`src/rtl/ins_pkg.sv`:
```
// Shared instruction-word layout and loader state encoding, used by both the
// loader (packing side) and the stage-0 resolver (splitting side).
package ins_pkg;

    localparam int unsigned INS_WIDTH  = 32;
    localparam int unsigned BYTE_W     = 8;
    localparam int unsigned INS_LANES  = 4;

    localparam int unsigned INS_V0_LSB = 0;
    localparam int unsigned INS_V1_LSB = 8;
    localparam int unsigned INS_V2_LSB = 16;
    localparam int unsigned INS_OP_LSB = 24;

    typedef enum logic [1:0] {
        LD_IDLE    = 2'd0,
        LD_COLLECT = 2'd1,
        LD_EMIT    = 2'd2,
        LD_FULL    = 2'd3
    } ld_state_e;

endpackage

```
`src/rtl/ins_word_packer.sv`:
```
// Four byte-lane registers assembled into one instruction word {op, v2, v1, v0}.
module ins_word_packer
    import ins_pkg::*;
(
    input  logic                 clk,
    input  logic                 reset,
    input  logic                 clear,
    input  logic                 we,
    input  logic [1:0]           lane,
    input  logic [BYTE_W-1:0]    byte_in,
    output logic [INS_WIDTH-1:0] word
);

    logic [INS_LANES-1:0][BYTE_W-1:0] lane_q;
    logic [INS_LANES-1:0][BYTE_W-1:0] lane_d;

    // Clear wins over a write so a restart never leaves a stale lane behind.
    always_comb begin
        lane_d = lane_q;
        if (clear) begin
            lane_d = '0;
        end else if (we) begin
            lane_d[lane] = byte_in;
        end
    end

    always_ff @(posedge clk) begin
        if (reset) begin
            lane_q <= '0;
        end else begin
            lane_q <= lane_d;
        end
    end

    always_comb begin
        word = '0;
        word[INS_V0_LSB +: BYTE_W] = lane_q[0];
        word[INS_V1_LSB +: BYTE_W] = lane_q[1];
        word[INS_V2_LSB +: BYTE_W] = lane_q[2];
        word[INS_OP_LSB +: BYTE_W] = lane_q[3];
    end

endmodule

```
`src/rtl/ins_loader.sv`:
```
// Byte-serial instruction loader: packs 4 bytes per word and writes words to
// consecutive program-memory addresses. Optional INS_LOADER_CHECKSUM_EN adds a running byte sum.
module ins_loader
    import ins_pkg::*;
#(
    parameter int unsigned ADDR_WIDTH = 8
) (
    input  logic                  clk,
    input  logic                  reset,
    input  logic                  start,
    input  logic [BYTE_W-1:0]     in_byte,
    input  logic                  in_valid,
    output logic                  in_ready,
    output logic [INS_WIDTH-1:0]  ins_word,
    output logic [ADDR_WIDTH-1:0] ins_addr,
    output logic                  ins_we,
    input  logic                  ins_ack,
    output logic                  busy,
    output logic                  full,
    output logic [BYTE_W-1:0]     checksum
);

    localparam logic [ADDR_WIDTH-1:0] ADDR_MAX = {ADDR_WIDTH{1'b1}};

    ld_state_e             state_q, state_d;
    logic [1:0]            idx_q, idx_d;
    logic [ADDR_WIDTH-1:0] addr_q, addr_d;
    logic                  we_q, we_d;
    logic                  accept;

    assign in_ready = (state_q == LD_COLLECT) && !start;
    assign busy     = (state_q == LD_COLLECT) || (state_q == LD_EMIT);
    assign full     = (state_q == LD_FULL);
    assign accept   = in_valid && in_ready;

    // Next state; start overrides ack and byte accept in every state.
    always_comb begin
        state_d = state_q;
        idx_d   = idx_q;
        addr_d  = addr_q;
        if (start) begin
            state_d = LD_COLLECT;
            idx_d   = 2'd0;
            addr_d  = '0;
        end else begin
            unique case (state_q)
                LD_COLLECT: begin
                    if (accept) begin
                        idx_d = idx_q + 2'd1;
                        if (idx_q == 2'd3) begin
                            state_d = LD_EMIT;
                        end
                    end
                end
                LD_EMIT: begin
                    if (ins_ack) begin
                        if (addr_q == ADDR_MAX) begin
                            state_d = LD_FULL;
                        end else begin
                            state_d = LD_COLLECT;
                            addr_d  = addr_q + ADDR_WIDTH'(1);
                        end
                    end
                end
                default: ;
            endcase
        end
        we_d = (state_d == LD_EMIT);
    end

    always_ff @(posedge clk) begin
        if (reset) begin
            state_q <= LD_IDLE;
            idx_q   <= 2'd0;
            addr_q  <= '0;
            we_q    <= 1'b0;
        end else begin
            state_q <= state_d;
            idx_q   <= idx_d;
            addr_q  <= addr_d;
            we_q    <= we_d;
        end
    end

    assign ins_addr = addr_q;
    assign ins_we   = we_q;

    ins_word_packer u_packer (
        .clk     (clk),
        .reset   (reset),
        .clear   (start),
        .we      (accept),
        .lane    (idx_q),
        .byte_in (in_byte),
        .word    (ins_word)
    );

`ifdef INS_LOADER_CHECKSUM_EN
    logic [BYTE_W-1:0] csum_q, csum_d;

    // Counts every accepted byte, including bytes of a word later abandoned.
    always_comb begin
        csum_d = csum_q;
        if (start) begin
            csum_d = '0;
        end else if (accept) begin
            csum_d = csum_q + in_byte;
        end
    end

    always_ff @(posedge clk) begin
        if (reset) begin
            csum_q <= '0;
        end else begin
            csum_q <= csum_d;
        end
    end

    assign checksum = csum_q;
`else
    assign checksum = '0;
`endif

endmodule

```
`config.mk`:
```
export PLATFORM = sky130hd
export DESIGN_NAME = ins_loader
export DESIGN_NICKNAME = d
export VERILOG_FILES = /design/src/rtl/ins_pkg.sv /design/src/rtl/ins_word_packer.sv /design/src/rtl/ins_loader.sv
export SDC_FILE = /design/constraint.sdc
export NUM_CORES = 1
export LEC_CHECK = 0
export CELL_PAD_IN_SITES_DETAIL_PLACEMENT = 1
export CELL_PAD_IN_SITES_GLOBAL_PLACEMENT = 1
export CORE_MARGIN = 10
export CORE_UTILIZATION = 33
export DETAILED_ROUTE_END_ITERATION = 12
export PLACE_DENSITY_LB_ADDON = 0.3
export SLEW_MARGIN = 0
export SYNTH_ARGS = -nofsm -noshare
export SYNTH_HDL_FRONTEND = slang
export SYNTH_SLANG_ARGS = --single-unit
```
`constraint.sdc`:
```
create_clock -name clk -period 1.7 [get_ports clk]
set_input_delay 0.17 -clock clk [delete_from_list [all_inputs] [get_ports clk]]
set_output_delay 0.17 -clock clk [all_outputs]
set_load 0.005 [all_outputs]
```
==> impl_metrics.tcl <==
set metrics [dict create \
    status "finished clean" \
    syn_area_um2 1990 \
    intPower_uw 1400 \
    timing.rr.start "state_q[1]" \
    fp.coreArea_um2 5890 \
    min-delay-start "reset" \
    power_frac_clock 0.349 \
    wire_per_inst_um 15.0 \
    syn_inst 235 \
    rows 28 \
    dp.cells 360 \
    avgSynthCellArea_um2 8.45 \
    die_w_um 97.6 \
    worstPathArrival_ns 1.33 \
    fin_nets 313 \
    drv_slew 0 \
    met3_length_um 329 \
    drc 0 \
    tns_ns 0 \
    finalCritPeriodShare 0.882 \
    cts_buffer_depth 2 \
    worst-r2r-cell-count 6 \
    clk_latency_ns 0.30 \
    dr.pass1.iters 4 \
    period_minus_slack_ns 1.50 \
    antenna_found_initial 0 \
    cellPowerDensity_nw_per_um2 680 \
    grt_pass1_wl_um 9270 \
    pwr-share-comb 0.073 \
    clk_pin_slew_worst_paths_ns 0.07 \
    start_util 0.338 \
    numClockSinks 45 \
    regToRegEndpoint "u_packer.word[15]" \
    r2r_slack_ns 0.21 \
    crit_type "reg2out" \
    startpoint_type "flip-flop" \
    grtUsageTotal 0.118 \
    drt-initial-drc-count 40 \
    final_cells 368 \
    crit_fanout 4 \
    ant_nets 0 \
    detailedPlace.worstSlack_ns -0.0401 \
    placed_cell_area_um2 2590 \
    rsz0062_at_grt "no" \
    vias 1700 \
    power_frac_seq 0.578 \
    grt_pass1_vias 1850 \
    gp_congestion 0.778 \
    overflow 0 \
    fp.dieH_um 97.6 \
    top_layer_used "met4" \
    io_pins 65 \
    cts-buffers-inserted 5 \
    setup_slack_ns 0.201 \
    cellLeakagePower_uw 0.000924 \
    grt_max_degree 42 \
    ys_ff_latch 45 \
    p_sw_frac 0.237 \
    post_cts_buffers 0 \
    met1Wirelength_um 2460 \
    maxCapViolCount 0 \
    die_area_um2 9520 \
    yosysUniqueCellTypes 37 \
    routed-wl-met2_um 2670 \
    drive_gt1_frac 0.140 \
    whs_endpoint "state_q[0]" \
    htree_levels 2 \
    holdPathStages 2 \
    min_path_type "in2reg" \
    vdd_drop_max_mv 0.343 \
    syn2layout_area_growth_pct 36.1 \
    fmax_mhz 667 \
    dp_hpwl_um 4230 \
    final.setup_skew_ns 0.00939 \
    n_antenna_cell 0 \
    design_area_um2 2710 \
    setup_viol 0 \
    p_sw_uw 435 \
    yosys_warnings 0 \
    end_kind "output pin" \
    tritoncts "done" \
    n_fill_cell 714 \
    ctsRootBufferMaster "clkbuf_8" \
    portBuffers 56 \
    hold_violations 0 \
    ys_seq_area_frac 0.453 \
    viasPerCell 4.62 \
    cp.required_ns 1.53 \
    whs_ns 0.457 \
    wl_um 5540 \
]
[area by class of cell]
| cell class | instances | area, um^2 | share of cell area |
|---|---|---|---|
| clock inverters | 2 | 10.0 | 0.00370 |
| repair buffers | 61 | 608 | 0.225 |
| inverters | 6 | 22.5 | 0.00833 |
| flip-flops and latches | 45 | 906 | 0.335 |
| multi-input cells | 173 | 992 | 0.367 |
| well taps | 75 | 93.8 | 0.0347 |
| clock buffers | 6 | 72.6 | 0.0268 |
[critical path: stages, from the launching register on]
cell and delay [ns]:
dfxtp_2 0.35, inv_1 0.08, ha_2 0.20, nor2b_4 0.16, dlygate4sd2_1 0.24
[cells by family after synthesis]
kind of cell / Yosys count / synth area share
flip-flops: 45 / 0.453
AND/OR/NAND/NOR: 101 / 0.229
buffers and inverters: 24 / 0.0737
AO/OA/AOI/OAI: 50 / 0.164
other: 1 / 0.00189
multiplexers: 2 / 0.0101
adder cells (fa/ha/maj): 8 / 0.0504
XOR/XNOR: 4 / 0.0176
[Yosys cell counts (all sizes together)]
| cell type | n | area, um^2 |
|---|---|---|
| mux2i | 2 | 20.0 |
| buf | 16 | 116 |
| and3 | 3 | 18.8 |
| o22ai | 1 | 12.5 |
| or2 | 1 | 6.26 |
| xor2 | 2 | 17.5 |
| o22a | 1 | 8.76 |
| o31a | 1 | 8.76 |
| nor2b | 2 | 12.5 |
| xnor2 | 2 | 17.5 |
| o21ai | 4 | 23.8 |
| inv | 6 | 22.5 |
| ha | 8 | 100 |
| and3b | 1 | 8.76 |
| conb | 1 | 3.75 |
| nand2 | 69 | 279 |
| o21a | 2 | 15.0 |
| a311oi | 2 | 23.8 |
| and2 | 7 | 46.3 |
| a21o | 1 | 7.51 |
| nand3 | 5 | 25.0 |
| o211ai | 2 | 15.0 |
| dfxtp | 45 | 901 |
| nor2 | 10 | 40.0 |
| nand4 | 2 | 12.5 |
| or3 | 1 | 6.26 |
| a21oi | 36 | 210 |
| clkbuf | 2 | 7.51 |
[cells in the final DEF (no fill, tap or decap), types with 3 or more instances in the layout]
cell / count
inv_1: 6
nand2_1: 61
dfxtp_1: 43
conb_1: 8
nand2_2: 8
ha_1: 6
and3_1: 3
and2_1: 4
clkbuf_8: 5
clkdlybuf4s50_1: 54
nand3_1: 5
a21oi_1: 28
a21oi_2: 8
buf_4: 4
o21ai_0: 3
nor2_1: 9
[metrics by stage]
stage	total power, uW	utilization
3_3_place_gp	1220	0.441
6_report	1840	0.460
4_1_cts	1870	0.459
2_1_floorplan	1160	-
5_1_grt	1910	0.460
3_5_place_dp	1220	0.441
[sequential cells by signal, summed over array words and instances (netlist names)]
register and count:
u_packer.word 32, idx_q 2, ins_we 1, ins_addr 8, state_q 2
[repair_timing]
item	4_1_cts	5_1_grt
resized for setup	9	3
hold buffers	0	0
setup endpoints to repair	3	24
[power by group through the flow]
stage	registers, uW	logic (uW)	clock network [uW]
finish	1060	135	641
global route	1060	150	693
CTS	1060	137	668
detailed placement	1090	132	0
global placement	1090	131	0
floorplan	1090	69.1	0
[routing by layer]
metal	vias to the layer above	global-route usage
met2	35	0.192
li1	868	-
met3	5	0.0455
met4	0	0.0403
met5	-	0
met1	792	0.138
[how the worst max path moves through the flow]
stage,start,end,slack [ns]
after floorplan,state_q[0],ins_we,0.26
after global placement,start,u_packer.word[11],0.05
after detailed placement,start,u_packer.word[15],-0.04
after CTS,state_q[1],u_packer.word[15],0.03
after global routing,ins_addr[0],ins_addr[1],0.03
final,state_q[1],in_ready,0.20
Note: power is estimated with default switching activity, not from simulation.
